<file path="src/rtl/cdb_arbiter.sv">
// cdb_arbiter: per-FU result FIFOs feeding one registered common-data-bus broadcast per cycle.
// Define CDB_ARB_RR_EN for round-robin arbitration; otherwise fixed priority with FU0 highest.
module cdb_arbiter #(
    parameter int N_FU          = 3,
    parameter int FIFO_DEPTH    = 2,
    parameter int ROB_IDX_WIDTH = 5
) (
    input  logic                            clk,
    input  logic                            rst,
    input  logic                            flush,
    input  logic [N_FU-1:0]                 fu_valid,
    input  logic [N_FU*32-1:0]              fu_data,
    input  logic [N_FU*5-1:0]               fu_rd_addr,
    input  logic [N_FU*ROB_IDX_WIDTH-1:0]   fu_rob_idx,
    input  logic [N_FU-1:0]                 fu_regf_we,
    output logic [N_FU-1:0]                 fu_ready,
    output logic                            cdb_valid,
    output logic [31:0]                     cdb_data,
    output logic [4:0]                      cdb_rd_addr,
    output logic [ROB_IDX_WIDTH-1:0]        cdb_rob_idx,
    output logic                            cdb_regf_we
);

    localparam int PTR_W = $clog2(FIFO_DEPTH);
    localparam int CNT_W = PTR_W + 1;
    localparam int IDX_W = (N_FU > 1) ? $clog2(N_FU) : 1;
    localparam int ENT_W = 1 + ROB_IDX_WIDTH + 5 + 32;
    localparam logic [CNT_W-1:0] FULL_CNT = CNT_W'(FIFO_DEPTH);

    // Entry layout: {regf_we, rob_idx, rd_addr, data}
    logic [ENT_W-1:0] mem      [N_FU][FIFO_DEPTH];
    logic [ENT_W-1:0] entry_in [N_FU];
    logic [PTR_W-1:0] rd_ptr   [N_FU];
    logic [PTR_W-1:0] wr_ptr   [N_FU];
    logic [CNT_W-1:0] count    [N_FU];

    logic [N_FU-1:0]  req;
    logic [N_FU-1:0]  push;
    logic [N_FU-1:0]  pop;
    logic             grant_valid;
    logic [IDX_W-1:0] grant_idx;
    logic [ENT_W-1:0] head;
    logic             any_req;
    logic [IDX_W-1:0] any_idx;

`ifdef CDB_ARB_RR_EN
    localparam logic [IDX_W-1:0] LAST_IDX = IDX_W'(N_FU - 1);
    logic [IDX_W-1:0] rr_ptr;
    logic             hi_req;
    logic [IDX_W-1:0] hi_idx;
`endif

    // Ready reflects registered occupancy only, so a same-cycle pop never frees space.
    always_comb begin
        fu_ready = '0;
        req      = '0;
        push     = '0;
        for (int i = 0; i < N_FU; i++) begin
            fu_ready[i] = (count[i] < FULL_CNT);
            req[i]      = (count[i] != '0);
            push[i]     = fu_valid[i] & fu_ready[i];
            entry_in[i] = {fu_regf_we[i],
                           fu_rob_idx[i*ROB_IDX_WIDTH +: ROB_IDX_WIDTH],
                           fu_rd_addr[i*5 +: 5],
                           fu_data[i*32 +: 32]};
        end
    end

    // Descending scan: the last hit is the lowest qualifying index.
    always_comb begin
        any_req = 1'b0;
        any_idx = '0;
`ifdef CDB_ARB_RR_EN
        hi_req  = 1'b0;
        hi_idx  = '0;
`endif
        for (int i = N_FU - 1; i >= 0; i--) begin
            if (req[i]) begin
                any_req = 1'b1;
                any_idx = IDX_W'(i);
            end
`ifdef CDB_ARB_RR_EN
            if (req[i] && (IDX_W'(i) >= rr_ptr)) begin
                hi_req = 1'b1;
                hi_idx = IDX_W'(i);
            end
`endif
        end
        grant_valid = any_req;
`ifdef CDB_ARB_RR_EN
        grant_idx   = hi_req ? hi_idx : any_idx;
`else
        grant_idx   = any_idx;
`endif
    end

    always_comb begin
        pop  = '0;
        head = '0;
        for (int i = 0; i < N_FU; i++) begin
            if (grant_valid && (grant_idx == IDX_W'(i))) begin
                pop[i] = 1'b1;
                head   = mem[i][rd_ptr[i]];
            end
        end
    end

    always_ff @(posedge clk) begin
        for (int i = 0; i < N_FU; i++) begin
            if (rst || flush) begin
                rd_ptr[i] <= '0;
                wr_ptr[i] <= '0;
                count[i]  <= '0;
            end else begin
                if (push[i])
                    wr_ptr[i] <= wr_ptr[i] + 1'b1;
                if (pop[i])
                    rd_ptr[i] <= rd_ptr[i] + 1'b1;
                if (push[i] && !pop[i])
                    count[i] <= count[i] + 1'b1;
                else if (!push[i] && pop[i])
                    count[i] <= count[i] - 1'b1;
            end
        end
    end

    always_ff @(posedge clk) begin
        for (int i = 0; i < N_FU; i++) begin
            if (!rst && !flush && push[i])
                mem[i][wr_ptr[i]] <= entry_in[i];
        end
    end

    // Write enable is dropped on idle cycles so consumers ignoring cdb_valid never double-write.
    always_ff @(posedge clk) begin
        if (rst || flush) begin
            cdb_valid   <= 1'b0;
            cdb_data    <= '0;
            cdb_rd_addr <= '0;
            cdb_rob_idx <= '0;
            cdb_regf_we <= 1'b0;
`ifdef CDB_ARB_RR_EN
            rr_ptr      <= '0;
`endif
        end else begin
            cdb_valid   <= grant_valid;
            cdb_regf_we <= grant_valid & head[ENT_W-1] & (head[36:32] != 5'd0);
            if (grant_valid) begin
                cdb_data    <= head[31:0];
                cdb_rd_addr <= head[36:32];
                cdb_rob_idx <= head[37 +: ROB_IDX_WIDTH];
`ifdef CDB_ARB_RR_EN
                rr_ptr      <= (grant_idx == LAST_IDX) ? '0 : grant_idx + 1'b1;
`endif
            end
        end
    end

endmodule

</file>
<file path="config.mk">
export PLATFORM = sky130hd
export DESIGN_NAME = cdb_arbiter
export DESIGN_NICKNAME = d
export VERILOG_FILES = /design/src/rtl/cdb_arbiter.sv
export SDC_FILE = /design/constraint.sdc
export NUM_CORES = 1
export LEC_CHECK = 0
export ABC_AREA = 1
export CAP_MARGIN = 20
export CORE_MARGIN = 4
export CORE_UTILIZATION = 50
export DETAILED_ROUTE_END_ITERATION = 12
export PLACE_DENSITY = 0.71
export SETUP_SLACK_MARGIN = 0.3
export SLEW_MARGIN = 20
export SYNTH_ARGS = -nofsm -noshare
export SYNTH_HDL_FRONTEND = slang
export SYNTH_SLANG_ARGS = --single-unit
</file>
<file path="constraint.sdc">
create_clock -name clk -period 7.3 [get_ports clk]
set_clock_uncertainty 0.15 [all_clocks]
set_input_delay 0.73 -clock clk [delete_from_list [all_inputs] [get_ports clk]]
set_output_delay 0.73 -clock clk [all_outputs]
set_load 0.01 [all_outputs]
</file>
==> flow_results.org, run 1 <==
** Synth
- Of the synthesized area, sequential elements account for about 75%.
- In the synthesized netlist, the number of instances is 940.
- Number of warning messages in the yosys log :: 0
- Avg Cell Area, Syn :: around 13 sq um
- Nets in the synthesized netlist :: roughly 1100
- The netlist uses 35 different library cells.
- Post-synthesis sequential element count :: between 300 and 400
- Post-Synthesis Cell Area :: roughly 0.012 sq mm

** Detailed routing
- Post-detailed-route via-to-cell ratio :: 5.36
- Total length of routed wires :: 28200 microns
- Drt pass-1 iters :: 5
- The count of nets left with antenna violations once routing finished came out at 0.
- In the final routed layout, each cell accounts on average for 19.4 microns.
- In this run, the number of DRC markers left after iteration 0 of detailed routing was 582.
- Remaining DRCs :: 0
- Via count :: between 7000 and 8000

** CTS
- Max Root-Sink Buffers :: 3
- After clock tree synthesis, the flow added hold-fix buffers numbering 0.
- TritonCTS created 31 clock buffers.
- Clock latency reported for the late side of the worst-skew pair :: 0.54 ns
- The tree built by TritonCTS fans out to between 300 and 400 sinks.
- Clock-pin slew on the worst setup and hold paths :: ~0.06 ns
- In this run the number of H-tree levels came out at 1.
- CTS tree :: built
- Buffer type at the clock tree root :: clkbuf_16
- The number of setup buffers added after CTS is 0.
- Once the clock tree was built, the resizer swapped 0 gates to a different size.

** GRT
- Combined global-route utilization of all metal layers :: 20.8%
- Number of global-route vias before repair :: around 7600
- Entering global routing, the biggest net connects between 40 and 50 pins.
- The first global-routing pass estimated approximately 42000 microns of wire.
- The initial antenna violation count is 0.
- Summed over all layers, the global routing overflow is 0.

** Power and ir drop
- Power spread over the standard cell area amounts to 279 mW/mm^2.
- For this design the static power due to leakage is 5.22 nW.
- Worst IR drop on VDD :: 208 uV
- The design draws ~4.2 mW.

** Die
- Die ar. :: 0.0266 sq mm
- Placement Rows :: 56
- The floorplan step set the die width to 163 microns.
- Area of the core region :: 0.0235 sq mm
- For this design the top-level I/O count stands at ~180.
- From bottom edge to top edge, the die measures between 150 and 200 microns.
- For this configuration, the core starts out at a cell density of 51.0%.

** Placed design
- At the end of routability-driven placement, the weighted congestion stood at 0.805.
- Once placement completed, the tool counted placed cells totaling ~1400.
- Summed over all nets, the half-perimeter wirelength after detailed placement is 18200 microns.
- During placement, the flow inserted port buffers numbering 181.

** Setup path
- Arrival time at the worst endpoint :: a little under 4 ns
- Among cell families on the critical path, the largest total delay comes from simple AND/OR/NAND/NOR gates.
- In this run the worst path has a maximum fanout of 42.
- The slowest stage of the critical path belongs to the cell nor3b_4.
- Setup CP Type :: in -> reg
- In this design, the stage delay of the slowest critical-path cell is 0.84 ns.
- STA classifies the critical path startpoint as an input port.
- For the worst flop-to-flop path, the logic depth is 10.
- Critical path required time :: 7.35 ns
- The number of buffers and inverters on the critical path is 3.
- In this run the number of cells on the critical path is 5.
- Series of cell instances along the critical path :: clkdlybuf4s50_1 > nor2_2 > inv_2 > nor3b_4 > buf_4
- STA classifies the critical path endpoint as a register.

** Finish
- In the layout the commonest cells are 270 x edfxtp_1, 221 x nand2_1, 181 x clkdlybuf4s50_1, 72 x nor2_1, 44 x dfxtp_1.
- Compared with the post-synthesis result, the final layout area differs by 25.6%.
- Ratio of cells with drive above 1 in the final layout :: between 8 and 9%
- Summing all multi-input logic gate instances after layout gives 0.00271 sq mm.
- Fill cells in the final layout number 1781.
- 0 antenna diodes ended up in the layout.
- Register cell area after layout :: 0.00899 sq mm
- Count of nets after finishing :: 1249
- The library cell used most frequently in the layout, excluding fill and tap cells, is edfxtp_1.
- Leaving out filler cells and counting taps, the final layout contains around 1500.

** Min path
- The worst hold path passes through 2 cells.
- Hold crit path type :: reg -> reg

** Timing
- Derived from the worst setup path, the maximum achievable clock frequency is roughly 260 MHz.
- Clock period minus final worst setup slack :: around 3.8 ns
- Accumulated negative setup slack :: 0 ns
- The worst pin sits at a relative slew slack of a little under two fifths.
- The final count of hold timing violations is 0.
- Unrepaired setup endpoints after global routing :: no
- Setup violations remaining at the end of the flow were counted as 0.
- Transition time at the pin with the least slew margin :: 0.924 ns
- Final Cycle Share :: approximately 52%
- The number of slew-limit violations in the final report is 0.

** Status
- The run finished with clean final reports.

** Job
- Number of max-cap violations :: 0
## cells in the mapped netlist
cell       instances  area [sq um]
edfxtp_1         270          8110
nand2_1          221           830
nor2_1            76           285
dfxtp_1           44           881
o21ai_0           40           200
a31oi_1           36           225
nand3_1           31           155
o211ai_1          27           203
inv_1             26          97.6
clkbuf_1          23          86.3
a21oi_1           20           100
buf_2             20           100
or2_2             20           125
mux2i_1           11           110
o21ai_1           10          50.1
o22ai_1           10          62.6
o31ai_1           10          75.1
inv_2              6          22.5
nor3_1             5          25.0
buf_4              4          30.0
o2111ai_1          4          35.0
a41oi_1            3          26.3
buf_1              3          11.3
ha_1               3          37.5
o21a_1             3          22.5
or2_0              3          18.8
buf_6              2          22.5
nand2_2            2          12.5
a21boi_1           1          7.51
a21o_1             1          7.51
nand2_4            1          11.3
nand4_1            1          6.26
nor2_2             1          6.26
nor2_4             1          11.3
nor3b_1            1          7.51
## layer usage
metal  GRT usage, %  vias to the layer above  wire (microns)
met5              0                        -               0
met4           5.60                        0             723
met3           3.41                       53            1930
met2           36.0                      260           13900
met1           27.7                     3765           11600
li1               -                     3713               -
## path summary, 6_finish.rpt
check / from / end / slack [ns]
setup / recovery: rst / mem[0][202]$_DFFE_PP_ / 3.49
hold / removal: cdb_data[16]$_SDFFE_PN0P_ / cdb_data[16]$_SDFFE_PN0P_ / 0.34
setup reg to reg: count[0][1]$_DFFE_PP_ / count[2][0]$_SDFFCE_PN0P_ / 4.11
hold reg to reg: cdb_data[16]$_SDFFE_PN0P_ / cdb_data[16]$_SDFFE_PN0P_ / 0.34
## cells by family after synthesis
| logic type | synth area share [%] |
|---|---|
| AND/OR/NAND/NOR | 12.4 |
| flip-flops | 74.8 |
| AO/OA/AOI/OAI | 8.45 |
| buffers and inverters | 3.08 |
| multiplexers | 0.916 |
| adder cells (fa/ha/maj) | 0.312 |
## cell type report
cell class | instances | share of cell area [%]
Clock buffer | 42 | 5.55
Clock inverter | 15 | 1.03
Timing Repair Buffer | 190 | 12.5
Multi-Input combinational cell | 542 | 18.0
Tap cell | 319 | 2.65
Inverter | 32 | 0.796
Sequential cell | 314 | 59.6
## stage by stage
stage	instance area [sq um]	hold slack, ns	setup WS (ns)	util [%]
2_1_floorplan	12000	0.357	2.22	-
3_3_place_gp	14100	0.330	2.67	59.8
3_5_place_dp	14100	0.331	2.69	59.8
4_1_cts	15100	0.341	3.26	64.1
5_1_grt	15100	0.369	3.24	64.1
6_report	15100	0.339	3.49	64.1
## flip-flops by register name (all words and copies together), names as in the netlist
signal / count
cdb_data: 32
cdb_rd_addr: 5
cdb_regf_we: 1
cdb_rob_idx: 5
cdb_valid: 1
count: 6
mem: 258
rd_ptr: 3
wr_ptr: 3
## worst reg2reg max path, cell delays in order, from the launching register on
cell	delay [ns]
edfxtp_1	0.36
inv_1	0.12
ha_1	0.25
nand2_2	0.52
inv_2	0.23
nand2_4	0.16
inv_2	0.57
nand3_1	0.25
nand2_1	0.15
inv_1	0.06
nand2_1	0.08
## where the power goes
| part | switching [mW] | total, mW | internal (mW) |
|---|---|---|---|
| sequential | 0.0316 | 2.06 | 2.02 |
| clock | 0.632 | 1.54 | 0.906 |
| combinational | 0.389 | 0.620 | 0.231 |
Power figures use the tool's default switching activity.
==> run 2, diff against run 1 <==
==> constraint.sdc (replaced) <==
create_clock -name clk -period 3.68 [get_ports clk]
set_clock_uncertainty 0.15 [all_clocks]
set_input_delay 0.368 -clock clk [delete_from_list [all_inputs] [get_ports clk]]
set_output_delay 0.368 -clock clk [all_outputs]
set_load 0.01 [all_outputs]
==> flow_results.org, run 2 (synthesis gave the netlist of run 1 again) <==
** Setup path
- STA classifies the critical path endpoint as a register.
- Number of cells traversed by the worst register-to-register path :: 8
- Critical R2R Launch :: count[1][1]$_DFFE_PP_
- Setup CP Type :: reg -> reg
- Setup slack, reg-to-reg :: between 0.7 and 0.8 ns
- The endpoint identified for the worst register-to-register timing path is cdb_rob_idx[4]$_SDFFE_PN0P_.
- Arrival time at the worst endpoint :: 3.16 ns
- Crit-path max FO :: 16
- The worst setup path is launched from a register.
- Data on the critical path is required at its endpoint by 3.95 ns.

** Timing
- Highest attainable clock frequency :: about 350 MHz
- Unrepaired setup endpoints after global routing :: no
- Worst slew margin relative to its limit :: 38.3%
- For the pin with the worst max-slew slack, the measured transition is 0.924 ns.
- In the post-route analysis, the smallest setup slack over all paths is about 0.8 ns.
- For the finished layout, the period the worst path requires is 2.89 ns.
- Hold is met by 0.293 ns.
- Setup violations remaining at the end of the flow were counted as 0.
- The number of slew-limit violations in the final report is 0.
- Summed over all failing endpoints, the final setup total negative slack is 0 ns.
- Final number of hold-violating endpoints :: 0
- Final Cycle Share :: about 80%

** Finish
- Filler cell count in the final layout :: ~1700
- 0 antenna diodes ended up in the layout.
- Most common cell after layout, fill and taps aside :: edfxtp_1
- Summing all multi-input logic gate instances after layout gives approximately 0.0027 sq mm.
- Register cell area after layout :: 0.00899 sq mm
- The register with the most flip-flops in the layout has 258 of them.
- Ratio of cells with drive above 1 in the final layout :: 9.41%
- From synthesis to final layout, the design area changed by 27.3%.
- At the end of the flow, the number of nets in the layout was roughly 1300.
- In the layout the commonest cells are 270 x edfxtp_1, 221 x nand2_1, 181 x clkdlybuf4s50_1, 72 x nor2_1, 44 x dfxtp_1.

** Min path
- The worst hold path terminates at mem[0][26]$_DFFE_PP_.
- Hold path startpoint :: fu_data[26]
- The tightest min-delay check is of the in -> reg type.
- Counting instances, the worst hold path has a depth of 1.

** GRT
- Global-route congestion overflow total :: 0
- Combined global-route utilization of all metal layers :: 21.5%
- Entering global routing, the biggest net connects 46 pins.
- The first global-routing pass estimated 43700 microns of wire.
- Number of global-route vias before repair :: 7917
- The initial antenna violation count was 1.

** Power and ir drop
- Cell internal pwr :: approximately 6.5 mW
- Of the total power, the share spent switching nets is 24.8%.
- Power per unit of standard cell area :: 566 mW/mm^2
- VDD sags by at most between 300 and 400 uV.
- Summed over all cells, the static leakage comes to 5.33 nW.
- The analysis attributes to net switching a power of between 2 and 2.5 mW.
- Of the total power, combinational logic draws 14.3%.
- The clock network is responsible for 38.5% of the overall power.
- After layout, the design draws a total of 8.65 mW.
- Per report_power, the sequential group accounts for 47.2% of the total.

** Placed design
- Count of input and output buffers :: between 150 and 200
- Dpl hpwl :: 18500 microns
- Setup slack at placement :: about 0.84 ns
- At the end of routability-driven placement, the weighted congestion stood at 0.790.

** CTS
- The clock reaches the later pin of the worst-skew pair after 0.50 ns.
- Max Root-Sink Buffers :: 3
- The tree is rooted in a clkbuf_16.
- Number of setup buffers added after CTS :: 0
- Buffers inserted during clock tree synthesis total 34.
- Post-CTS sizing :: 0
- Clock-pin slew on the worst setup and hold paths :: 0.06 ns
- The H-tree was split into 2 levels.
- Hold_buf cts :: 0
- CTS tree :: built
- TritonCTS Sinks :: ~310

** Detailed routing
- After detailed routing, the average wire length per cell comes to 19.8 microns.
- Post-detailed-route via-to-cell ratio :: 5.39
- Total length of routed wires :: approximately 29000 microns
- Remaining DRCs :: 0
- First DRT Iteration DRCs :: around 700
- The pre-antenna-repair detailed-routing pass consisted of 5 iterations.
- Via count :: 7906
- Antenna Nets Post-Route :: 0

** Die
- The floorplan step defined a die boundary enclosing around 0.027 sq mm.
- Placement Rows :: 56
- Boundary Pins :: 182
- The region available for standard cell placement spans 0.0235 sq mm.
- The floorplan step set the die width to around 160 microns.
- Chip Height :: 163 microns
- For this configuration, the core starts out at a cell density of between 50 and 60%.

** Job
- Max-cap violations in this run came to 0.

** Status
- Status :: finished, final reports clean
==> run 2: metrics by stage <==
step | std cells | utilization, % | cell area, sq um
final | 1467 | 65.0 | 15300
after global routing | 1467 | 65.0 | 15300
after CTS | 1467 | 65.0 | 15300
after detailed placement | 1406 | 60.3 | 14200
after global placement | 1406 | 60.3 | 14200
after floorplan | 940 | - | 12000
==> run 2: final cells by class <==
type                    count  area share (%)
flip-flops and latches    314            58.8
multi-input cells         542            17.7
repair buffers            199            12.9
clock buffers              44            6.14
well taps                 319            2.61
clock inverters            17            1.10
inverters                  32           0.785
==> run 2: worst max path at each step <==
stage                                     start                           to  slack [ns]
after floorplan                             rst          mem[0][0]$_DFFE_PP_        0.34
after global placement    count[0][1]$_DFFE_PP_       cdb_regf_we$_SDFF_PN0_        1.00
after detailed placement  count[1][1]$_DFFE_PP_  cdb_rob_idx[4]$_SDFFE_PN0P_        0.84
after CTS                 count[1][1]$_DFFE_PP_  cdb_rob_idx[4]$_SDFFE_PN0P_        0.83
after global routing      count[0][1]$_DFFE_PP_       cdb_regf_we$_SDFF_PN0_        0.59
final                     count[1][1]$_DFFE_PP_  cdb_rob_idx[4]$_SDFFE_PN0P_        0.79
==> run 2: power groups by stage <==
stage	Clock [mW]	Sequential (mW)	Combinational, mW
finish	3.33	4.08	1.24
global route	3.55	4.09	1.35
CTS	3.40	4.08	1.25
detailed placement	0	4.15	1.24
global placement	0	4.15	1.22
floorplan	0	4.16	0.670
==> run 2: routing by layer <==
metal / up-vias / GRT usage (%) / share of wire [%]
met2: 282 / 36.1 / 49
li1: 3746 / - / -
met1: 3827 / 29.0 / 43
met4: 2 / 7.21 / 2.4
met5: - / 0 / 0.028
met3: 49 / 3.46 / 6.1
==> run 2: worst max-delay path: stages (launching register included) <==
cell and delay (ns):
edfxtp_1 0.36, inv_1 0.12, ha_1 0.19, inv_1 0.05
nand2_1 0.38, nand2_1 0.51, inv_1 0.64, o211ai_1 0.17
a31oi_1 0.23
